===== src/rtl/multiword_add_seq.sv =====
// multiword_add_seq: feeds operand limbs (LS first) through one ripple_carry_adder, chaining carry across limbs.
// Latency: 1 cycle from accepted limb to out_valid; 1 limb/cycle sustained while out_ready=1.
// Backpressure: in_ready = !out_valid || out_ready; held result fields are stable while stalled.
// Optional feature: define MULTIWORD_SUB_EN to add the in_sub port (multi-limb A - B).

module ripple_carry_adder #(
   parameter int NUMBITS = 16
) (
   input  logic [NUMBITS-1:0] A,
   input  logic [NUMBITS-1:0] B,
   input  logic               carryin,
   output logic [NUMBITS-1:0] result,
   output logic               carryout
);
   logic [NUMBITS:0] c;

   assign c[0] = carryin;

   // One full adder per bit, carry rippling upward.
   genvar i;
   generate
      for (i = 0; i < NUMBITS; i++) begin : g_fa
         assign result[i] = A[i] ^ B[i] ^ c[i];
         assign c[i+1]    = (A[i] & B[i]) | (A[i] & c[i]) | (B[i] & c[i]);
      end
   endgenerate

   assign carryout = c[NUMBITS];
endmodule

module multiword_add_seq #(
   parameter int NUMBITS = 16,
   parameter int IDXBITS = 8
) (
   input  logic               clk,
   input  logic               rst_n,
   input  logic               in_valid,
   output logic               in_ready,
   input  logic [NUMBITS-1:0] in_a,
   input  logic [NUMBITS-1:0] in_b,
   input  logic               in_last,
`ifdef MULTIWORD_SUB_EN
   input  logic               in_sub,
`endif
   output logic               out_valid,
   input  logic               out_ready,
   output logic [NUMBITS-1:0] out_sum,
   output logic               out_last,
   output logic [IDXBITS-1:0] out_index,
   output logic               out_carry,
   output logic               out_overflow,
   output logic               busy
);
   typedef enum logic {IDLE = 1'b0, MID = 1'b1} state_t;

   state_t               state_q, state_d;
   logic                 carry_q;
   logic [IDXBITS-1:0]   idx_q;
   logic                 accept;
   logic                 sub_eff;
   logic [NUMBITS-1:0]   b_eff;
   logic                 cin;
   logic [NUMBITS-1:0]   add_sum;
   logic                 add_cout;
   logic                 ovf;

   assign in_ready = !out_valid || out_ready;
   assign accept   = in_valid && in_ready;
   assign busy     = (state_q == MID);

`ifdef MULTIWORD_SUB_EN
   logic sub_q;

   // Operation mode is taken from the first limb only and held until the last.
   always_ff @(posedge clk or negedge rst_n) begin
      if (!rst_n)
         sub_q <= 1'b0;
      else if (accept && state_q == IDLE)
         sub_q <= in_sub;
   end

   assign sub_eff = (state_q == IDLE) ? in_sub : sub_q;
`else
   assign sub_eff = 1'b0;
`endif

   // Subtraction is A + ~B + 1, the +1 injected as the first-limb carry-in.
   assign b_eff = sub_eff ? ~in_b : in_b;
   assign cin   = (state_q == IDLE) ? sub_eff : carry_q;

   ripple_carry_adder #(.NUMBITS(NUMBITS)) u_adder (
      .A        (in_a),
      .B        (b_eff),
      .carryin  (cin),
      .result   (add_sum),
      .carryout (add_cout)
   );

   // Signed overflow only has meaning on the most significant limb.
   assign ovf = in_last
              && (in_a[NUMBITS-1] == b_eff[NUMBITS-1])
              && (add_sum[NUMBITS-1] != in_a[NUMBITS-1]);

   // Next-state: IDLE marks "next limb starts an operation".
   always_comb begin
      state_d = state_q;
      if (accept) begin
         case (state_q)
            IDLE:    state_d = in_last ? IDLE : MID;
            MID:     state_d = in_last ? IDLE : MID;
            default: state_d = IDLE;
         endcase
      end
   end

   // State register.
   always_ff @(posedge clk or negedge rst_n) begin
      if (!rst_n)
         state_q <= IDLE;
      else
         state_q <= state_d;
   end

   // Inter-limb carry and limb index; index saturates rather than wrapping.
   always_ff @(posedge clk or negedge rst_n) begin
      if (!rst_n) begin
         carry_q <= 1'b0;
         idx_q   <= '0;
      end else if (accept) begin
         carry_q <= add_cout;
         if (in_last)
            idx_q <= '0;
         else if (idx_q != {IDXBITS{1'b1}})
            idx_q <= idx_q + 1'b1;
      end
   end

   // Single-entry output stage: loads on accept, drains when downstream takes it.
   always_ff @(posedge clk or negedge rst_n) begin
      if (!rst_n) begin
         out_valid    <= 1'b0;
         out_sum      <= '0;
         out_last     <= 1'b0;
         out_index    <= '0;
         out_carry    <= 1'b0;
         out_overflow <= 1'b0;
      end else if (accept) begin
         out_valid    <= 1'b1;
         out_sum      <= add_sum;
         out_last     <= in_last;
         out_index    <= idx_q;
         out_carry    <= add_cout;
         out_overflow <= ovf;
      end else if (out_ready) begin
         out_valid    <= 1'b0;
      end
   end
endmodule


===== config.mk =====
export PLATFORM = sky130hd
export DESIGN_NAME = multiword_add_seq
export DESIGN_NICKNAME = d
export VERILOG_FILES = /design/src/rtl/multiword_add_seq.sv
export SDC_FILE = /design/constraint.sdc
export NUM_CORES = 1
export LEC_CHECK = 0
export CAP_MARGIN = 20
export CORE_MARGIN = 5
export CORE_UTILIZATION = 40
export CTS_BUF_LIST = sky130_fd_sc_hd__clkbuf_16
export DETAILED_ROUTE_END_ITERATION = 7
export GPL_ROUTABILITY_DRIVEN = 1
export PLACE_DENSITY_LB_ADDON = 0.25
export SYNTH_ARGS = -nofsm -noshare
export SYNTH_HDL_FRONTEND = slang
export SYNTH_SLANG_ARGS = --single-unit

===== constraint.sdc =====
create_clock -name clk -period 19.72 [get_ports clk]
set_input_delay 2.958 -clock clk [delete_from_list [all_inputs] [get_ports clk]]
set_output_delay 2.958 -clock clk [all_outputs]
set_load 0.01 [all_outputs]

**Word level (Yosys, flattened, before mapping)**

Cells that the tools add are included.

- Add/sub/neg operators: 1
- Eq/ne operators: 3
- Multiplexer cells: 6
- Bitwise operators: 112
- Reductions and logical operators: 8

Operator list:

| kind | count |
|---|---|
| AND 1 bit | 48 |
| OR 1 bit | 32 |
| XOR 1 bit | 32 |
| 2-to-1 mux 8 bit | 2 |
| adder 8 x 1 -> 8 bit, second input constant | 1 |
| != test 8 bit, second input constant | 1 |
| 2-to-1 mux 1 bit | 4 |
| nonzero test 2 bit | 2 |
| logical AND 1 bit | 3 |
| AND reduction 2 bit | 1 |
| == test 1 bit | 1 |
| logical NOT 1 bit | 1 |
| logical OR 1 bit | 1 |
| != test 1 bit | 1 |

- Register bits after elaboration: 37
- Input bits: 37
- Output and inout bits: 30

**Depth between registers and ports, before layout**

Gate-level depths: netlist of the first run.

- Depth in word-level cells: 49
- Gate-level depth with buffers: 21
- Gate-level depth less buffers: 21

**Hierarchy**

A second synthesis of the first run with hierarchy kept.

- Cells, all modules: 200
- Area, all modules: 1934.4 µm²

By module, submodules not included:

| module | instances | cells an instance | area an instance (µm²) | seq. area each (µm²) |
|---|---|---|---|---|
| multiword_add_seq | 1 | 174 | 1576.5 | 925.9 |
| ripple_carry_adder | 1 | 26 | 357.8 | 0.0 |

**Worst setup path before layout of the first run**

Ideal clock, no wire load.

- Kind: input -> register
- Start point: input port in_a[0]
- End point: register out_overflow
- Arrival time: 9.433 ns
- Data required time: 19.602 ns
- Setup slack: 10.170 ns
- Stages on the path: 20
- Path buffers: 0
- Cell sequence: fa_1 -> fa_1 -> fa_1 -> fa_1 -> fa_1 -> fa_1 -> fa_1 -> fa_1 -> fa_1 -> fa_1 -> fa_1 -> fa_1 -> fa_1 -> fa_1 -> fa_1 -> inv_1 -> fa_1 -> xnor2_1 -> nand4b_1 -> nand2_1

- Longest elaborated chain between the ends: 48
- Elaborated cells on any way between the ends: 63
- Classes of those cells: eq/ne (1); bitwise (61); reduce/logical (1)

Ends and longest elaborated chain:

| what | line | source |
|---|---|---|
| start: declaration | 39 | `input logic [NUMBITS-1:0] in_a,` |
| AND 1 bit | 24 | `assign c[i+1] = (A[i] & B[i]) \| (A[i] & c[i]) \| (B[i] & c[i]);` |
| OR 1 bit * (2 in a row) | 24 |  |
| AND 1 bit | 24 |  |
| OR 1 bit | 24 |  |
| OR 1 bit * | 24 |  |
| AND 1 bit | 24 |  |
| OR 1 bit | 24 |  |
| OR 1 bit * | 24 |  |
| (+31 left out) | n/a |  |
| OR 1 bit | 24 |  |
| OR 1 bit * | 24 |  |
| AND 1 bit | 24 |  |
| OR 1 bit | 24 |  |
| OR 1 bit * | 24 |  |
| XOR 1 bit * | 23 | `assign result[i] = A[i] ^ B[i] ^ c[i];` |
| != test 1 bit * | 102 | `&& (add_sum[NUMBITS-1] != in_a[NUMBITS-1]);` |
| logical AND 1 bit * | 102 |  |
| end signal: assignment | 153 | `out_overflow <= ovf;` |
| end: declaration | 51 | `output logic out_overflow,` |

Every way passes the cells marked *; elsewhere a longest branch is shown, timed or not.
A chain may end at the register's enable or synchronous reset.

**Worst setup path after layout of the first run**

Ends and elaborated chain as after synthesis.

==> qor.csv, run 1 <==
stage,metric,value,unit
run_status,status,completed,
drt,drt-wirelength-per-cell,13.45,um
finish,drive_above_1_share,5.098,%
power_and_ir_drop,clockPowerShare,32.1,%
clock_tree,cts_setup_buffers,0,
synth,synth_area_per_cell,10.16,um^2
sta,fin_crit,9.962,ns
synth,netlist_instances,189,
power_and_ir_drop,power_frac_comb,26.3,%
floorplan,rows,25,
drt,via_count,1528,
synth,synth_warnings,0,
sta,tightest_slew,0.8171,ns
worst_setup_path,crit_arrival,10.17,ns
clock_tree,clock-sinks,37,
sta,period_share,50.52,%
finish,layout_common_cells,"79 x nand2_1, 65 x clkdlybuf4s50_1, 37 x dfrtp_1, 16 x fa_1",
sta,setup_viol,0,
clock_tree,worstSkewPairLatency,0.27,ns
finish,area_growth,43.13,%
drt,vias_per_cell,4.945,
clock_tree,cts_resized,0,
floorplan,die_width,79.29,um
sta,timing.slew.headroom,45.52,%
floorplan,start_util,40.93,%
drt,wl,4155,um
power_and_ir_drop,power.share.switching,26.89,%
clock_tree,numCtsBuffers,5,
grt,grt_first_pass_wirelength,6651,um
grt,grt_pass1_vias,1458,
power_and_ir_drop,ir_worst_vdd,0.03868,mV
worst_setup_path,r2r_cells,21,
sta,finalHoldViolations,0,
finish,fillCellCount,418,
placement,pre_cts_ws,9.463,ns
sta,rsz0062_at_grt,no,
worst_setup_path,required,19.93,ns
hold_path,hold_depth,2,
clock_tree,path_clk_slew,0.05,ns
placement,gp_congestion,0.6875,
floorplan,die-area,6287,um^2
worst_setup_path,start_kind,primary input,
clock_tree,cts_hold_buf,0,
placement,io_buffers,66,
power_and_ir_drop,powerDensity,81.97,nW/um^2
finish,num_antenna_cells,0,
floorplan,core_area,4692,um^2
run,drv_cap,0,
floorplan,io_pins,67,
synth,yosysUniqueCellTypes,32,
grt,grt_overflow_total,0,
sta,final.setup.worst_slack,9.758,ns
finish,finalInstanceArea,2749,um^2
floorplan,die_y,79.29,um
grt,grt_start_max_net_pins,39,
drt,dr.pass1.iters,4,
sta,fin_tns_setup,0,ns
clock_tree,clk_path_buf_depth,2,
sta,drv_slew,0,
synth,synth-seq-area-share,48.21,%
clock_tree,root_buffer,clkbuf_16,
worst_setup_path,cp-end-kind,register,
worst_setup_path,setup.worst_path.class,in2reg,
drt,drc_errors,0,
power_and_ir_drop,p_sw,60.59,uW
synth,ys_ff_latch,37,
drt,ant_nets,0,
placement,dpl_cell_area,2616,um^2
placement,dpl.hpwl,3075,um
power_and_ir_drop,p_seq_share,41.6,%
synth,syn_nets,244,
clock_tree,htreeDepth,2,
worst_setup_path,crit_fanout,2,
hold_path,hp-class,reg2reg,
finish,mostFrequentLayoutCell,nand2_1,
finish,fin_nets,310,
power_and_ir_drop,p_leak,1.260,nW
sta,fmax,0.1004,GHz
grt,grt_use_total,13.75,%
grt,antenna_found_initial,0,
drt,drt-initial-drc-count,65,
clock_tree,cts_tree,built,
power_and_ir_drop,p_int,164.7,uW
sta,fin_skew,0.001983,ns
synth,netlist_area,1921,um^2
==> sequential cells by signal, summed over array words and instances (netlist names) <==
| name | count |
|---|---|
| out_sum | 16 |
| out_overflow | 1 |
| busy | 1 |
| out_index | 8 |
| out_carry | 1 |
| out_last | 1 |
| out_valid | 1 |
| idx_q | 8 |
==> metrics by stage <==
stage          total power [mW]  utilization [%]  cells  hold WS [ns]
2_1_floorplan            0.1193                -    189        0.4830
3_3_place_gp             0.1534            55.44    301        0.4570
3_5_place_dp             0.1554            55.76    302        0.4616
4_1_cts                  0.2289            58.59    309        0.4754
5_1_grt                  0.2384            58.59    309        0.4975
6_report                 0.2253            58.59    309        0.4682
==> critical path: stages <==
cell	delay (ns)
clkdlybuf4s50_1	0.43
fa_1	0.44
fa_1	0.39
fa_1	0.39
fa_1	0.39
fa_1	0.38
fa_1	0.38
fa_1	0.38
fa_1	0.39
fa_1	0.40
fa_1	0.39
fa_1	0.39
fa_1	0.39
fa_1	0.40
fa_1	0.42
fa_1	0.37
inv_1	0.08
fa_1	0.44
xnor2_1	0.15
nand4b_1	0.10
nand2_1	0.10
==> Yosys cell counts <==
cell | number | area share, %
a211oi_2 | 1 | 0.65
a21oi_1 | 6 | 1.6
a2bb2oi_1 | 1 | 0.46
a31o_1 | 1 | 0.46
a31oi_1 | 1 | 0.33
a41o_1 | 1 | 0.52
a41oi_1 | 1 | 0.46
and2_1 | 2 | 0.65
and4_4 | 1 | 0.59
buf_2 | 7 | 1.8
buf_6 | 1 | 0.59
clkbuf_1 | 1 | 0.20
dfrtp_1 | 37 | 48
fa_1 | 16 | 17
ha_1 | 2 | 1.3
inv_1 | 5 | 0.98
nand2_1 | 79 | 15
nand2b_1 | 2 | 0.65
nand2b_4 | 1 | 0.72
nand3_1 | 3 | 0.78
nand3_2 | 1 | 0.52
nand3b_1 | 2 | 0.78
nand4_1 | 1 | 0.33
nand4b_1 | 1 | 0.46
nor2_1 | 4 | 0.78
nor3_1 | 1 | 0.26
nor3_2 | 1 | 0.52
o21ai_1 | 4 | 1.0
o311ai_0 | 1 | 0.46
o311ai_1 | 2 | 0.91
o41ai_1 | 1 | 0.46
xnor2_1 | 1 | 0.46
==> logic make-up (layout without fill, tap and decap cells) <==
group	after synthesis	count (layout)	synth area share, %
AOI/OAI and AO/OA	20	20	7.297
xor gates and xnor gates	1	1	0.4561
and+or+nand+nor	99	99	22.47
adders and majority gates	18	18	17.98
buffers and inverters	14	80	3.583
DFF	37	37	48.21
==> power by group through the flow <==
stage / combinational, mW / clock [mW] / sequential [mW]
final: 0.0593 / 0.0723 / 0.0937
after global routing: 0.0657 / 0.0772 / 0.0955
after CTS: 0.0608 / 0.0743 / 0.0938
after detailed placement: 0.0605 / 0 / 0.0949
after global placement: 0.0590 / 0 / 0.0944
after floorplan: 0.0206 / 0 / 0.0987
==> cell type report <==
cell class | count | area (um^2) | area share, %
well taps | 54 | 67.56 | 2.458
multi-input cells | 138 | 925.9 | 33.68
inverters | 5 | 18.77 | 0.6827
clock inverters | 2 | 7.507 | 0.2731
repair buffers | 68 | 678.2 | 24.67
clock buffers | 5 | 125.1 | 4.552
flip-flops and latches | 37 | 925.9 | 33.68
==> final timing paths <==
| path | from | endpoint | slack (ns) |
|---|---|---|---|
| setup / recovery | in_a[0] | out_overflow | 9.76 |
| hold / removal | out_index[2] | out_index[2] | 0.47 |
| setup reg to reg | busy | out_overflow | 12.38 |
| hold reg to reg | out_index[2] | out_index[2] | 0.47 |
| max in group asynchronous | rst_n | out_sum[4] | 16.42 |
| min in group asynchronous | rst_n | out_index[2] | 2.77 |
==> layer usage <==
layer  vias up  global-route usage, %  part of all wire [%]
met5         -                      0                     0
met4         0                  5.155                  0.82
met3         3                  4.989                   6.9
met2        42                  22.98                    50
met1       733                  16.16                    42
li1        750                      -                     -
Note: power is estimated with default switching activity, not from simulation.
==> run 2: changes to the inputs <==
==> constraint.sdc (replaced) <==
create_clock -name clk -period 8.8 [get_ports clk]
set_input_delay 1.32 -clock clk [delete_from_list [all_inputs] [get_ports clk]]
set_output_delay 1.32 -clock clk [all_outputs]
set_load 0.01 [all_outputs]
==> run 2 against run 1 <==
Setup slack lost 9.3 ns. Clock power grew 120%. Power grew 120%. Routed wire length shrank 1.9%. First-iteration DRC count shrank 6.2%. Cell area is the same. Flip-flop and latch count is the same. Largest cell class unchanged. Largest power group unchanged.
==> qor.csv, run 2 (same netlist as run 1, synthesis figures left out) <==
stage,metric,value,unit,change
run_status,status,completed,,unchanged
clock_tree,clk_path_buf_depth,2,,unchanged
worst_setup_path,crit_chain,"clkdlybuf4s50_1, fa_1, fa_1, fa_1, fa_1, fa_1, fa_1, fa_1, fa_1, fa_1, fa_1, fa_1, fa_1, fa_1, fa_1, fa_1, inv_1, fa_1, xnor2_1, nand4b_1, nand2_1",,unchanged
sta,setup_viol,0,,unchanged
floorplan,die-area,6287,um^2,unchanged
clock_tree,cts_resized,0,,unchanged
placement,dp_cells,302,,unchanged
hold_path,hp-class,reg2reg,,unchanged
worst_setup_path,path_buf_inv,2,,unchanged
clock_tree,path_clk_slew,0.05,ns,about the same
worst_setup_path,start_kind,primary input,,unchanged
clock_tree,cts_setup_buffers,0,,unchanged
sta,fin_tns_setup,0,ns,unchanged
finish,mostFrequentLayoutCell,nand2_1,,unchanged
sta,timing.slew.headroom,46.57,%,was 45.52%
grt,grt_pass1_vias,1459,,was 1458
finish,largest_register,out_sum,,unchanged
drt,vias_per_cell,4.958,,was 4.945
finish,area_growth,43.13,%,unchanged
worst_setup_path,cp_slowest_cell,fa_1,,unchanged
clock_tree,cts_tree,built,,unchanged
floorplan,die_width,79.29,um,unchanged
finish,drive_above_1_share,5.098,%,unchanged
finish,instances_no_fill,309,,unchanged
placement,dpl.hpwl,3040,um,was 3075 um
power_and_ir_drop,powerDensity,183.1,nW/um^2,was 81.97 nW/um^2
worst_setup_path,setup.worst_path.class,in2reg,,unchanged
sta,fin_skew,0.001618,ns,was 0.001983 ns
clock_tree,htreeDepth,2,,unchanged
grt,antenna_found_initial,0,,unchanged
grt,grt_use_met2,22.22,%,was 22.98%
clock_tree,worstSkewPairLatency,0.27,ns,about the same
finish,largest_register_ffs,16,,unchanged
placement,io_buffers,66,,unchanged
sta,period_share,94.33,%,
sta,rsz0062_at_grt,no,,unchanged
worst_setup_path,critPathTopFamily,adder cells,,unchanged
worst_setup_path,cp-end-kind,register,,unchanged
floorplan,die_y,79.29,um,unchanged
drt,drc_errors,0,,unchanged
grt,grtUsageMet1,16.87,%,was 16.16%
finish,reg.largest.list,"out_sum: 16 flops, idx_q: 8 flops, out_index: 8 flops",,unchanged
sta,drv_slew,0,,unchanged
worst_setup_path,max_stage_delay,0.44,ns,about the same
clock_tree,root_buffer,clkbuf_16,,unchanged
sta,fin_crit,8.301,ns,
grt,grtUsageMet3,4.308,%,was 4.989%
power_and_ir_drop,ir_worst_vdd,0.08187,mV,was 0.03868 mV
floorplan,core_area,4692,um^2,unchanged
drt,ant_nets,0,,unchanged
finish,fin_nets,310,,unchanged
worst_setup_path,required,9.01,ns,was 19.93 ns
drt,drt-initial-drc-count,61,,was 65
worst_setup_path,cpMostUsedCell,fa_1,,unchanged
floorplan,rows,25,,unchanged
grt,grt_overflow_total,0,,unchanged
grt,grt_first_pass_wirelength,6658,um,was 6651 um
run,drv_cap,0,,unchanged
clock_tree,clock-sinks,37,,unchanged
sta,tightest_slew,0.8015,ns,was 0.8171 ns
sta,fmax,0.1205,GHz,
grt,grt_use_total,13.70,%,was 13.75%
floorplan,io_pins,67,,unchanged
finish,num_antenna_cells,0,,unchanged
sta,finalHoldViolations,0,,unchanged
clock_tree,cts_hold_buf,0,,unchanged
worst_setup_path,r2r_setup_slack,1.48,ns,was 12.38 ns
placement,gp_congestion,0.6875,,unchanged
grt,grt_start_max_net_pins,39,,unchanged
drt,drt-wirelength-per-cell,13.19,um,was 13.45 um
drt,via_count,1532,,was 1528
worst_setup_path,crit_fanout,2,,unchanged
worst_setup_path,crit_arrival,8.51,ns,was 10.17 ns
power_and_ir_drop,p_leak,1.260,nW,unchanged
drt,dr.pass1.iters,4,,unchanged
floorplan,start_util,40.93,%,unchanged
finish,layout_common_cells,"79 x nand2_1, 65 x clkdlybuf4s50_1, 37 x dfrtp_1, 16 x fa_1",,unchanged
clock_tree,numCtsBuffers,5,,unchanged
drt,wl,4076,um,was 4155 um
grt,busiest_layer,met2,,unchanged
-- run 2: worst reg2reg max path, delay by kind of cell (launching register included) --
family                   cells  cell delay [ns]
XOR/XNOR                     1             0.16
buffers and inverters        1             0.09
adder cells (fa/ha/maj)     16             6.25
flip-flops                   1             0.38
AND/OR/NAND/NOR              3             0.37
-- run 2: final cells by class --
cell class                 count  area [um^2]
inverter                       5        18.77
tap                           54        67.56
clock inverter                 2        7.507
multi-input combinational    138        925.9
clock buffer                   5        125.1
sequential                    37        925.9
fill                         419         1943
timing repair buffer          68        678.2
-- run 2: report_power, final --
group / switching (mW) / leakage, nW / internal (mW)
clock network: 0.0596 / 0.0685 / 0.101
registers: 0.0157 / 0.478 / 0.194
logic: 0.0589 / 0.714 / 0.0738
-- run 2: per-stage QoR --
stage	area (um^2)	hold WS [ns]	setup slack, ns	total power [mW]	utilization (%)
5_1_grt	2749	0.5040	0.2667	0.5328	58.59
2_1_floorplan	1921	0.4830	0.8879	0.2674	-
3_5_place_dp	2616	0.4618	0.1919	0.3478	55.76
3_3_place_gp	2601	0.4570	0.2481	0.3438	55.44
6_report	2749	0.4673	0.4992	0.5033	58.59
4_1_cts	2749	0.4753	0.4655	0.5123	58.59
-- run 2: worst paths after layout --
path                                 start      endpoint  cells after the start
min in group asynchronous            rst_n  out_index[2]                      1
worst min register to register  out_sum[1]    out_sum[1]                      2
worst min-delay path            out_sum[1]    out_sum[1]                      2
max in group asynchronous            rst_n    out_sum[5]                      1
worst max register to register        busy  out_overflow                     21
worst max-delay path               in_a[0]  out_overflow                     21
-- run 2: routing by layer --
| metal | part of all wire [%] | wire length (um) |
|---|---|---|
| met4 | 1.3 | 55 |
| met5 | 0 | 0 |
| met1 | 41 | 1678 |
| met3 | 7.8 | 317 |
| met2 | 50 | 2025 |
